===== config.mk =====
export PLATFORM = sky130hd
export DESIGN_NAME = load_store_unit_flat
export DESIGN_NICKNAME = d
export VERILOG_FILES = /design/src/rtl/lsu_mem_if.sv /design/src/rtl/load_store_unit.sv /design/src/flat_wrapper.sv
export SDC_FILE = /design/constraint.sdc
export NUM_CORES = 1
export LEC_CHECK = 0
export BUFFER_PORTS_ARGS = -buffer_cell sky130_fd_sc_hd__buf_2
export CAP_MARGIN = 20
export CORE_MARGIN = 4
export CORE_UTILIZATION = 40
export CTS_CLUSTER_SIZE = 40
export DETAILED_ROUTE_END_ITERATION = 16
export PLACE_DENSITY_LB_ADDON = 0.05
export SYNTH_ARGS = -nofsm -noshare
export SYNTH_HDL_FRONTEND = slang
export SYNTH_SLANG_ARGS = --single-unit

===== constraint.sdc =====
create_clock -name clk -period 1.3 [get_ports clk]
set_input_delay 0.065 -clock clk [delete_from_list [all_inputs] [get_ports clk]]
set_output_delay 0.065 -clock clk [all_outputs]
set_load 0.02 [all_outputs]

===== src/rtl/lsu_mem_if.sv =====
// Consumer-side bundle between a load/store unit and the memory controller:
// one read and one write request/ready channel.
interface lsu_mem_if #(
  parameter int ADDR_BITS = 8,
  parameter int DATA_BITS = 16
);
  logic                 mem_read_request;
  logic [ADDR_BITS-1:0] mem_read_address;
  logic                 mem_read_ready;
  logic [DATA_BITS-1:0] mem_read_data;
  logic                 mem_write_request;
  logic [ADDR_BITS-1:0] mem_write_address;
  logic [DATA_BITS-1:0] mem_write_data;
  logic                 mem_write_ready;

  modport master (
    output mem_read_request, mem_read_address,
    input  mem_read_ready, mem_read_data,
    output mem_write_request, mem_write_address, mem_write_data,
    input  mem_write_ready
  );

  modport slave (
    input  mem_read_request, mem_read_address,
    output mem_read_ready, mem_read_data,
    input  mem_write_request, mem_write_address, mem_write_data,
    output mem_write_ready
  );
endinterface


===== src/rtl/load_store_unit.sv =====
// Per-thread load/store unit: one LDR/STR becomes one request/ready memory transaction.
// Optional LSU_TIMEOUT_EN adds a wait timeout with a sticky lsu_error flag.
module load_store_unit #(
  parameter int ADDR_BITS      = 8,
  parameter int DATA_BITS      = 16,
  parameter int TIMEOUT_CYCLES = 255
) (
  input  logic                 clk,
  input  logic                 reset,
  input  logic                 enable,
  input  logic [2:0]           core_state,
  input  logic                 decoded_mem_read_enable,
  input  logic                 decoded_mem_write_enable,
  input  logic [DATA_BITS-1:0] rs,
  input  logic [DATA_BITS-1:0] rt,
  lsu_mem_if.master            mem,
  output logic [1:0]           lsu_state,
  output logic [DATA_BITS-1:0] lsu_out,
  output logic                 lsu_error
);
  localparam logic [2:0] CORE_REQUEST = 3'b011;
  localparam logic [2:0] CORE_UPDATE  = 3'b110;

  typedef enum logic [1:0] {IDLE = 2'd0, REQUESTING = 2'd1, WAITING = 2'd2, DONE = 2'd3} state_t;

  state_t               state_reg, state_next;
  logic                 is_read_reg, is_read_next;
  logic                 read_req_reg, read_req_next;
  logic [ADDR_BITS-1:0] read_addr_reg, read_addr_next;
  logic                 write_req_reg, write_req_next;
  logic [ADDR_BITS-1:0] write_addr_reg, write_addr_next;
  logic [DATA_BITS-1:0] write_data_reg, write_data_next;
  logic [DATA_BITS-1:0] out_reg, out_next;

  logic start_read, start_write, active_ready, timeout_hit;
  logic unused_rs_hi;

  // A still-high ready from the previous transaction blocks issue, so it is never mistaken for a reply.
  assign start_read   = enable && (core_state == CORE_REQUEST) && decoded_mem_read_enable && !mem.mem_read_ready;
  assign start_write  = enable && (core_state == CORE_REQUEST) && !decoded_mem_read_enable &&
                        decoded_mem_write_enable && !mem.mem_write_ready;
  assign active_ready = is_read_reg ? mem.mem_read_ready : mem.mem_write_ready;
  assign unused_rs_hi = ^rs[DATA_BITS-1:ADDR_BITS];

  always_ff @(posedge clk) begin
    if (reset) begin
      state_reg      <= IDLE;
      is_read_reg    <= 1'b0;
      read_req_reg   <= 1'b0;
      read_addr_reg  <= '0;
      write_req_reg  <= 1'b0;
      write_addr_reg <= '0;
      write_data_reg <= '0;
      out_reg        <= '0;
    end else begin
      state_reg      <= state_next;
      is_read_reg    <= is_read_next;
      read_req_reg   <= read_req_next;
      read_addr_reg  <= read_addr_next;
      write_req_reg  <= write_req_next;
      write_addr_reg <= write_addr_next;
      write_data_reg <= write_data_next;
      out_reg        <= out_next;
    end
  end

  always_comb begin
    state_next = state_reg;
    case (state_reg)
      IDLE:       if (start_read || start_write) state_next = REQUESTING;
      REQUESTING: state_next = WAITING;
      WAITING:    if (active_ready || timeout_hit) state_next = DONE;
      DONE:       if (core_state == CORE_UPDATE) state_next = IDLE;
      default:    state_next = IDLE;
    endcase
  end

  always_comb begin
    is_read_next    = is_read_reg;
    read_req_next   = read_req_reg;
    read_addr_next  = read_addr_reg;
    write_req_next  = write_req_reg;
    write_addr_next = write_addr_reg;
    write_data_next = write_data_reg;
    out_next        = out_reg;
    case (state_reg)
      IDLE: begin
        if (start_read) begin
          is_read_next   = 1'b1;
          read_addr_next = rs[ADDR_BITS-1:0];
        end else if (start_write) begin
          is_read_next    = 1'b0;
          write_addr_next = rs[ADDR_BITS-1:0];
          write_data_next = rt;
        end
      end
      REQUESTING: begin
        read_req_next  = is_read_reg;
        write_req_next = !is_read_reg;
      end
      WAITING: begin
        if (active_ready || timeout_hit) begin
          read_req_next  = 1'b0;
          write_req_next = 1'b0;
        end
        if (active_ready && is_read_reg) out_next = mem.mem_read_data;
      end
      default: ;
    endcase
  end

`ifdef LSU_TIMEOUT_EN
  localparam int CNT_BITS = ($clog2(TIMEOUT_CYCLES + 1) > 8) ? $clog2(TIMEOUT_CYCLES + 1) : 8;

  logic [CNT_BITS-1:0] cnt_reg, cnt_next;
  logic                error_reg, error_next;

  // The cycle that would bring the count to TIMEOUT_CYCLES is the one that gives up.
  assign timeout_hit = (state_reg == WAITING) && !active_ready &&
                       (cnt_reg == CNT_BITS'(TIMEOUT_CYCLES - 1));

  always_comb begin
    cnt_next   = cnt_reg;
    error_next = error_reg || timeout_hit;
    if (state_reg == REQUESTING) cnt_next = '0;
    else if (state_reg == WAITING && !active_ready) cnt_next = cnt_reg + 1'b1;
  end

  always_ff @(posedge clk) begin
    if (reset) begin
      cnt_reg   <= '0;
      error_reg <= 1'b0;
    end else begin
      cnt_reg   <= cnt_next;
      error_reg <= error_next;
    end
  end

  assign lsu_error = error_reg;
`else
  logic unused_timeout_cfg;
  assign unused_timeout_cfg = ^TIMEOUT_CYCLES;
  assign timeout_hit        = 1'b0;
  assign lsu_error          = 1'b0;
`endif

  assign lsu_state             = state_reg;
  assign lsu_out               = out_reg;
  assign mem.mem_read_request  = read_req_reg;
  assign mem.mem_read_address  = read_addr_reg;
  assign mem.mem_write_request = write_req_reg;
  assign mem.mem_write_address = write_addr_reg;
  assign mem.mem_write_data    = write_data_reg;
endmodule


===== src/flat_wrapper.sv =====
// flat-port wrapper written by rule: the top's interface ports become plain ports
module load_store_unit_flat 
#(
  parameter int ADDR_BITS      = 8,
  parameter int DATA_BITS      = 16,
  parameter int TIMEOUT_CYCLES = 255
)
  (clk, reset, enable, core_state, decoded_mem_read_enable, decoded_mem_write_enable, rs, rt, lsu_state, lsu_out, lsu_error, mem_mem_read_request, mem_mem_read_address, mem_mem_read_ready, mem_mem_read_data, mem_mem_write_request, mem_mem_write_address, mem_mem_write_data, mem_mem_write_ready);
  lsu_mem_if #(.ADDR_BITS(ADDR_BITS), .DATA_BITS(DATA_BITS)) mem_i ();
  input  logic clk;
  input  logic reset;
  input  logic enable;
  input  logic [2:0] core_state;
  input  logic decoded_mem_read_enable;
  input  logic decoded_mem_write_enable;
  input  logic [DATA_BITS-1:0] rs;
  input  logic [DATA_BITS-1:0] rt;
  output logic [1:0] lsu_state;
  output logic [DATA_BITS-1:0] lsu_out;
  output logic lsu_error;
  output wire logic [$bits(mem_i.mem_read_request)-1:0] mem_mem_read_request;
  output wire logic [$bits(mem_i.mem_read_address)-1:0] mem_mem_read_address;
  input wire logic [$bits(mem_i.mem_read_ready)-1:0] mem_mem_read_ready;
  input wire logic [$bits(mem_i.mem_read_data)-1:0] mem_mem_read_data;
  output wire logic [$bits(mem_i.mem_write_request)-1:0] mem_mem_write_request;
  output wire logic [$bits(mem_i.mem_write_address)-1:0] mem_mem_write_address;
  output wire logic [$bits(mem_i.mem_write_data)-1:0] mem_mem_write_data;
  input wire logic [$bits(mem_i.mem_write_ready)-1:0] mem_mem_write_ready;
  assign mem_mem_read_request = mem_i.mem_read_request;
  assign mem_mem_read_address = mem_i.mem_read_address;
  assign mem_i.mem_read_ready = mem_mem_read_ready;
  assign mem_i.mem_read_data = mem_mem_read_data;
  assign mem_mem_write_request = mem_i.mem_write_request;
  assign mem_mem_write_address = mem_i.mem_write_address;
  assign mem_mem_write_data = mem_i.mem_write_data;
  assign mem_i.mem_write_ready = mem_mem_write_ready;
  load_store_unit #(.ADDR_BITS(ADDR_BITS), .DATA_BITS(DATA_BITS), .TIMEOUT_CYCLES(TIMEOUT_CYCLES)) u_core (.clk(clk), .reset(reset), .enable(enable), .core_state(core_state), .decoded_mem_read_enable(decoded_mem_read_enable), .decoded_mem_write_enable(decoded_mem_write_enable), .rs(rs), .rt(rt), .mem(mem_i), .lsu_state(lsu_state), .lsu_out(lsu_out), .lsu_error(lsu_error));
endmodule

After elaboration in Yosys (flattened, before gate mapping)

Index checks and enable logic that the tools add are counted.
Widths: inputs -> output; s select.

Output and inout bits: 53
Register bits after elaboration: 53
Input bits: 58

Bitwise logic cells: 1
Reduce and logical (&&, ||, !) cells: 21
Equality and inequality tests: 8
Muxes and demuxes: 10

Operators by type and width:

| cell               | number |
|---|---|
| $pmux 2 s4         | 1 |
| $reduce_and 2->1   | 4 |
| $logic_and 1x1->1  | 7 |
| $mux 2             | 3 |
| $ne 2x1->1 const B | 3 |
| $reduce_and 3->1   | 2 |
| $eq 2x2->1 const B | 2 |
| $logic_not 1->1    | 4 |
| $mux 1             | 4 |
| $pmux 1 s2         | 2 |
| $reduce_bool 2->1  | 2 |
| $eq 3x2->1 const B | 1 |
| $eq 3x3->1 const B | 1 |
| $eq 2x1->1 const B | 1 |
| $logic_not 2->1    | 1 |
| $logic_or 1x1->1   | 1 |
| $not 1->1          | 1 |

Logic depth before layout (Yosys ltp)

Word-level depth: 8
Gate-level depth with buffers: 8

Worst setup path after synthesis

OpenSTA, ideal clock, no wires.

Kind: flip-flop to flip-flop
Start point: register u_core.state_reg[0], in the netlist u_core.lsu_state[0]
End point: register u_core.out_reg[2], in the netlist u_core.lsu_out[2]
Arrival time: 1.473 ns
Clock period less this slack: 1.606 ns
Setup slack: -0.306 ns
Stages on the path, launching flop included: 9
Path through: dfxtp_1 -> inv_1 -> ha_1 -> clkbuf_2 -> and3_1 -> clkbuf_2 -> buf_4 -> nand2_1 -> a21oi_1

Longest elaborated chain between the ends: 2

RTL lines:

| what                       | line                  | source |
|---|---|---|
| start, declared            | load_store_unit.sv:26 | `state_t state_reg, state_next;` |
| start signal, assigned     | load_store_unit.sv:56 | `state_reg <= state_next;` |
| $eq 2x2->1                 | load_store_unit.sv:86 | `case (state_reg)` |
| $reduce_and 2->1 (no line) | --                    |  |
| end signal, assigned       | load_store_unit.sv:63 | `out_reg <= out_next;` |
| end, declared              | load_store_unit.sv:33 | `logic [DATA_BITS-1:0] out_reg, out_next;` |

No other way between the ends.
A chain may end at the register's enable or synchronous reset.

Worst setup path after layout

Start point: register u_core.state_reg[1], in the netlist u_core.lsu_state[1]
End point: register u_core.out_reg[6], in the netlist u_core.lsu_out[6]

The elaborated chain is that of the path after synthesis.

==> summary.md <==
| Metric | Value |
|---|---|
| Worst EP required | 1.53 ns |
| CTS H-tree lvls | 2 |
| Post-layout minimum cycle time | 1.26 ns |
| Detailed Place HPWL | 3530 um |
| Vias in the first global route | 1,986 |
| Synth Area in Adders | 2.44% |
| Netlist cell types | 27 |
| P&R area growth vs syn | 58.1% |
| TritonCTS buffer count | 5 |
| Setup Fix Bufs, Post-CTS | 0 |
| Path depth of the worst reg2reg path | 6 |
| CP Class | reg2reg |
| Share of the synthesized area in the top cell type | 51.7% |
| Setup Viol. Count Final | 0 |
| Max clock buf depth | 2 |
| Clock Latency Late Sink | 0.30 ns |
| Initial Utilization | 42.3% |
| Fmax | 0.793 GHz |
| Tcrit/Tclk final | 97.0% |
| R2R setup slack | 0.04 ns |
| RSZ-0062 raised after global routing | yes |
| Largest family of logic cells by synthesized area | simple AND/OR/NAND/NOR gates |
| Syn_nets | 278 |
| Met1 usage | 21.6% |
| Sink Count | 53 |
| Critical path startpoint category | flip-flop |
| Initial DRT Pass Iterations | 4 |
| Filler instances | 390 |
| PortBufs | 101 |
| Synth Area in Compound Gates | 6.47% |
| Hold Crit Class | in2reg |
| Setup TNS | 0 ns |
| Yosys warns | 0 |
| Net Sw Frac | 22.3% |
| Status | finished clean |
| Total grt overflow | 0 |
| Clock slew at reported path FFs | 0.09 ns |
| Max_cap viols | 0 |
| Wirelength per Cell | 13.0 um |
| Via count | 1,970 |
| Boundary pin count | 111 |
| Power share of the clock group | 31.9% |
| Pwr dens | 860 nW/um^2 |
| Comb pwr share | 9.7% |
| Worst Hold Depth | 3 |
| Sequential area share after synthesis | 51.7% |
| Met3 usage in global routing | 4.63% |
| Mux contribution to synthesized area | 17.1% |
| Capturing point of the worst reg2reg path | u_core.lsu_out[6] |
| Root Buffer | clkbuf_8 |
| Critical path endpoint category | flip-flop |
| Final nets | 421 |
| Via density | 4.61 |
| Antenna violations before repair | 0 |
| Initial drt markers | 78 |
| Max Transition Viols Final | 0 |
| Synth Area in Simple Gates | 17.3% |
| Post-Synth XOR/XNOR Area | 0% |
| Gr busiest metal | met2 |
| Critical path peak fanout | 8 |
| Share of cells above drive strength 1 | 38.1% |
| Worst setup startpoint | u_core.lsu_state[1] |
| Antenna Violating Nets Remaining | 0 |
| Ys async rst share | 0% |
| VDD IR-drop max | 0.503 mV |
| CTS tree | yes |
| CP Data Arrival Time | 1.49 ns |
| DRT Wirelength | 5540 um |
| EDFF count, synth | 0 |
| Total Die Area | 6340 um^2 |
| Die span in y | 79.6 um |
| Worst Hold Slack | 0.00624 ns |
| Core area | 4850 um^2 |
| Cell Area, Synth | 2050 um^2 |
| GR met2 Demand/Resource | 31.1% |
| Register share of total power | 58.4% |
| Psw | 621 uW |
| Final Hold Fails | 0 |
| Cell Rows | 25 |
| Ant diodes | 0 |
| Lkg Pwr | 1.72 nW |
| Skew final | 0.00410 ns |
| Post-synthesis area per instance | 9.49 um^2 |
| # DRC | 0 |
| Setup crit end | u_core.lsu_out[6] |
| Post-Syn Instances | 216 |
| Int Power | 2.17 mW |
| Primary FF master, synth | dfxtp_1 |
| Worst reg2reg startpoint | u_core.lsu_state[1] |
| GRT Util Overall | 18.0% |
| Flop and latch count out of synthesis | 53 |
| GPL Wtd Cong | 0.719 |
| Die X | 79.6 um |
| Largest net degree at the start of global routing | 40 |
| First-pass GRT wire length | 9050 um |
| Main area contributors after synthesis | dfxtp_1 (52%), mux2i_1 (17%), nand2_1 (6.4%), nor2_1 (6.4%), a21oi_1 (4.4%) |
| Post-synth top area cell | dfxtp_1 |
power groups by stage:
stage / clock, mW / combinational, mW / sequential, mW
floorplan: 0 / 0.0665 / 1.68
detailed placement: 0 / 0.185 / 1.67
global placement: 0 / 0.185 / 1.67
CTS: 0.932 / 0.264 / 1.63
finish: 0.889 / 0.270 / 1.63
global route: 0.978 / 0.296 / 1.63
cell usage in the layout (no fill, tap or decap), types with 3 or more instances in the layout:
cell / n
dlygate4sd3_1: 32
ha_4: 3
dfxtp_1: 51
nand2_1: 35
a21oi_1: 18
buf_2: 101
buf_12: 4
buf_4: 9
inv_4: 3
mux2i_1: 35
nor2_1: 34
clkbuf_8: 5
nand2b_1: 4
synth_stat cells (2+ instances only):
| cell type | count |
|---|---|
| clkbuf_1 | 5 |
| o21ai_0 | 2 |
| inv_1 | 4 |
| nor2_1 | 35 |
| clkbuf_2 | 2 |
| nand2_1 | 35 |
| nand2b_1 | 4 |
| dfxtp_1 | 53 |
| ha_1 | 4 |
| buf_4 | 3 |
| buf_6 | 2 |
| mux2i_1 | 35 |
| a21oi_1 | 18 |
repair_timing:
action                                  CTS  global route
gates resized for setup                   5            11
gates cloned                              1             1
endpoints found under the hold margin    32             0
hold buffers                             32             0
endpoints found under the setup margin   49            23
pin swaps                                 2             5
kinds of logic (layout without fill, tap and decap cells):
logic type / Yosys count / after routing
AND/OR/NAND/NOR: 81 / 82
multiplexers: 35 / 35
flip-flops: 53 / 53
other: 1 / 1
AO/OA/AOI/OAI: 24 / 24
buffers and inverters: 18 / 161
adder cells (fa/ha/maj): 4 / 4
layer usage:
metal / part of all wire [%] / routed length, um
met1: 41 / 2290
met2: 49 / 2730
met3: 7.5 / 414
met4: 1.9 / 107
met5: 0 / 0
how the worst min path moves through the flow:
stage | start | endpoint | slack [ns]
final | rt[3] | u_core.mem.mem_write_data[3] | 0.006
after global routing | rt[3] | u_core.mem.mem_write_data[3] | 0.01
after CTS | rs[4] | u_core.mem.mem_write_address[4] | 0.0006
after detailed placement | rt[0] | u_core.mem.mem_write_data[0] | 0.30
after global placement | rt[8] | u_core.mem.mem_write_data[8] | 0.29
after floorplan | mem_mem_read_data[0] | u_core.lsu_out[0] | 0.20
cell type report:
class / count / area (um^2) / area share (%)
inverter: 4 / 20.0 / 0.617
tap: 67 / 83.8 / 2.58
clock inverter: 1 / 6.26 / 0.193
sequential: 53 / 1070 / 32.9
timing repair buffer: 149 / 1020 / 31.5
multi-input combinational: 146 / 967 / 29.8
clock buffer: 7 / 76.3 / 2.35
critical path, cell delays in order (launching register included):
cell	delay, ns
dfxtp_4	0.36
buf_4	0.15
ha_4	0.19
nand3_4	0.11
clkbuf_16	0.16
nand2_1	0.06
a21oi_1	0.16
metrics by stage:
| stage | instance area, um^2 | power (mW) | setup WS, ns | util (%) | instances |
|---|---|---|---|---|---|
| floorplan | 2100 | 1.75 | -0.0779 | - | 216 |
| global placement | 2740 | 1.85 | -0.0400 | 56.6 | 386 |
| detailed placement | 2740 | 1.85 | -0.0983 | 56.6 | 386 |
| CTS | 3180 | 2.83 | 0.0158 | 65.6 | 427 |
| global route | 3240 | 2.91 | -0.0355 | 66.9 | 427 |
| finish | 3240 | 2.79 | 0.0392 | 66.9 | 427 |
Power figures use the tool's default switching activity.
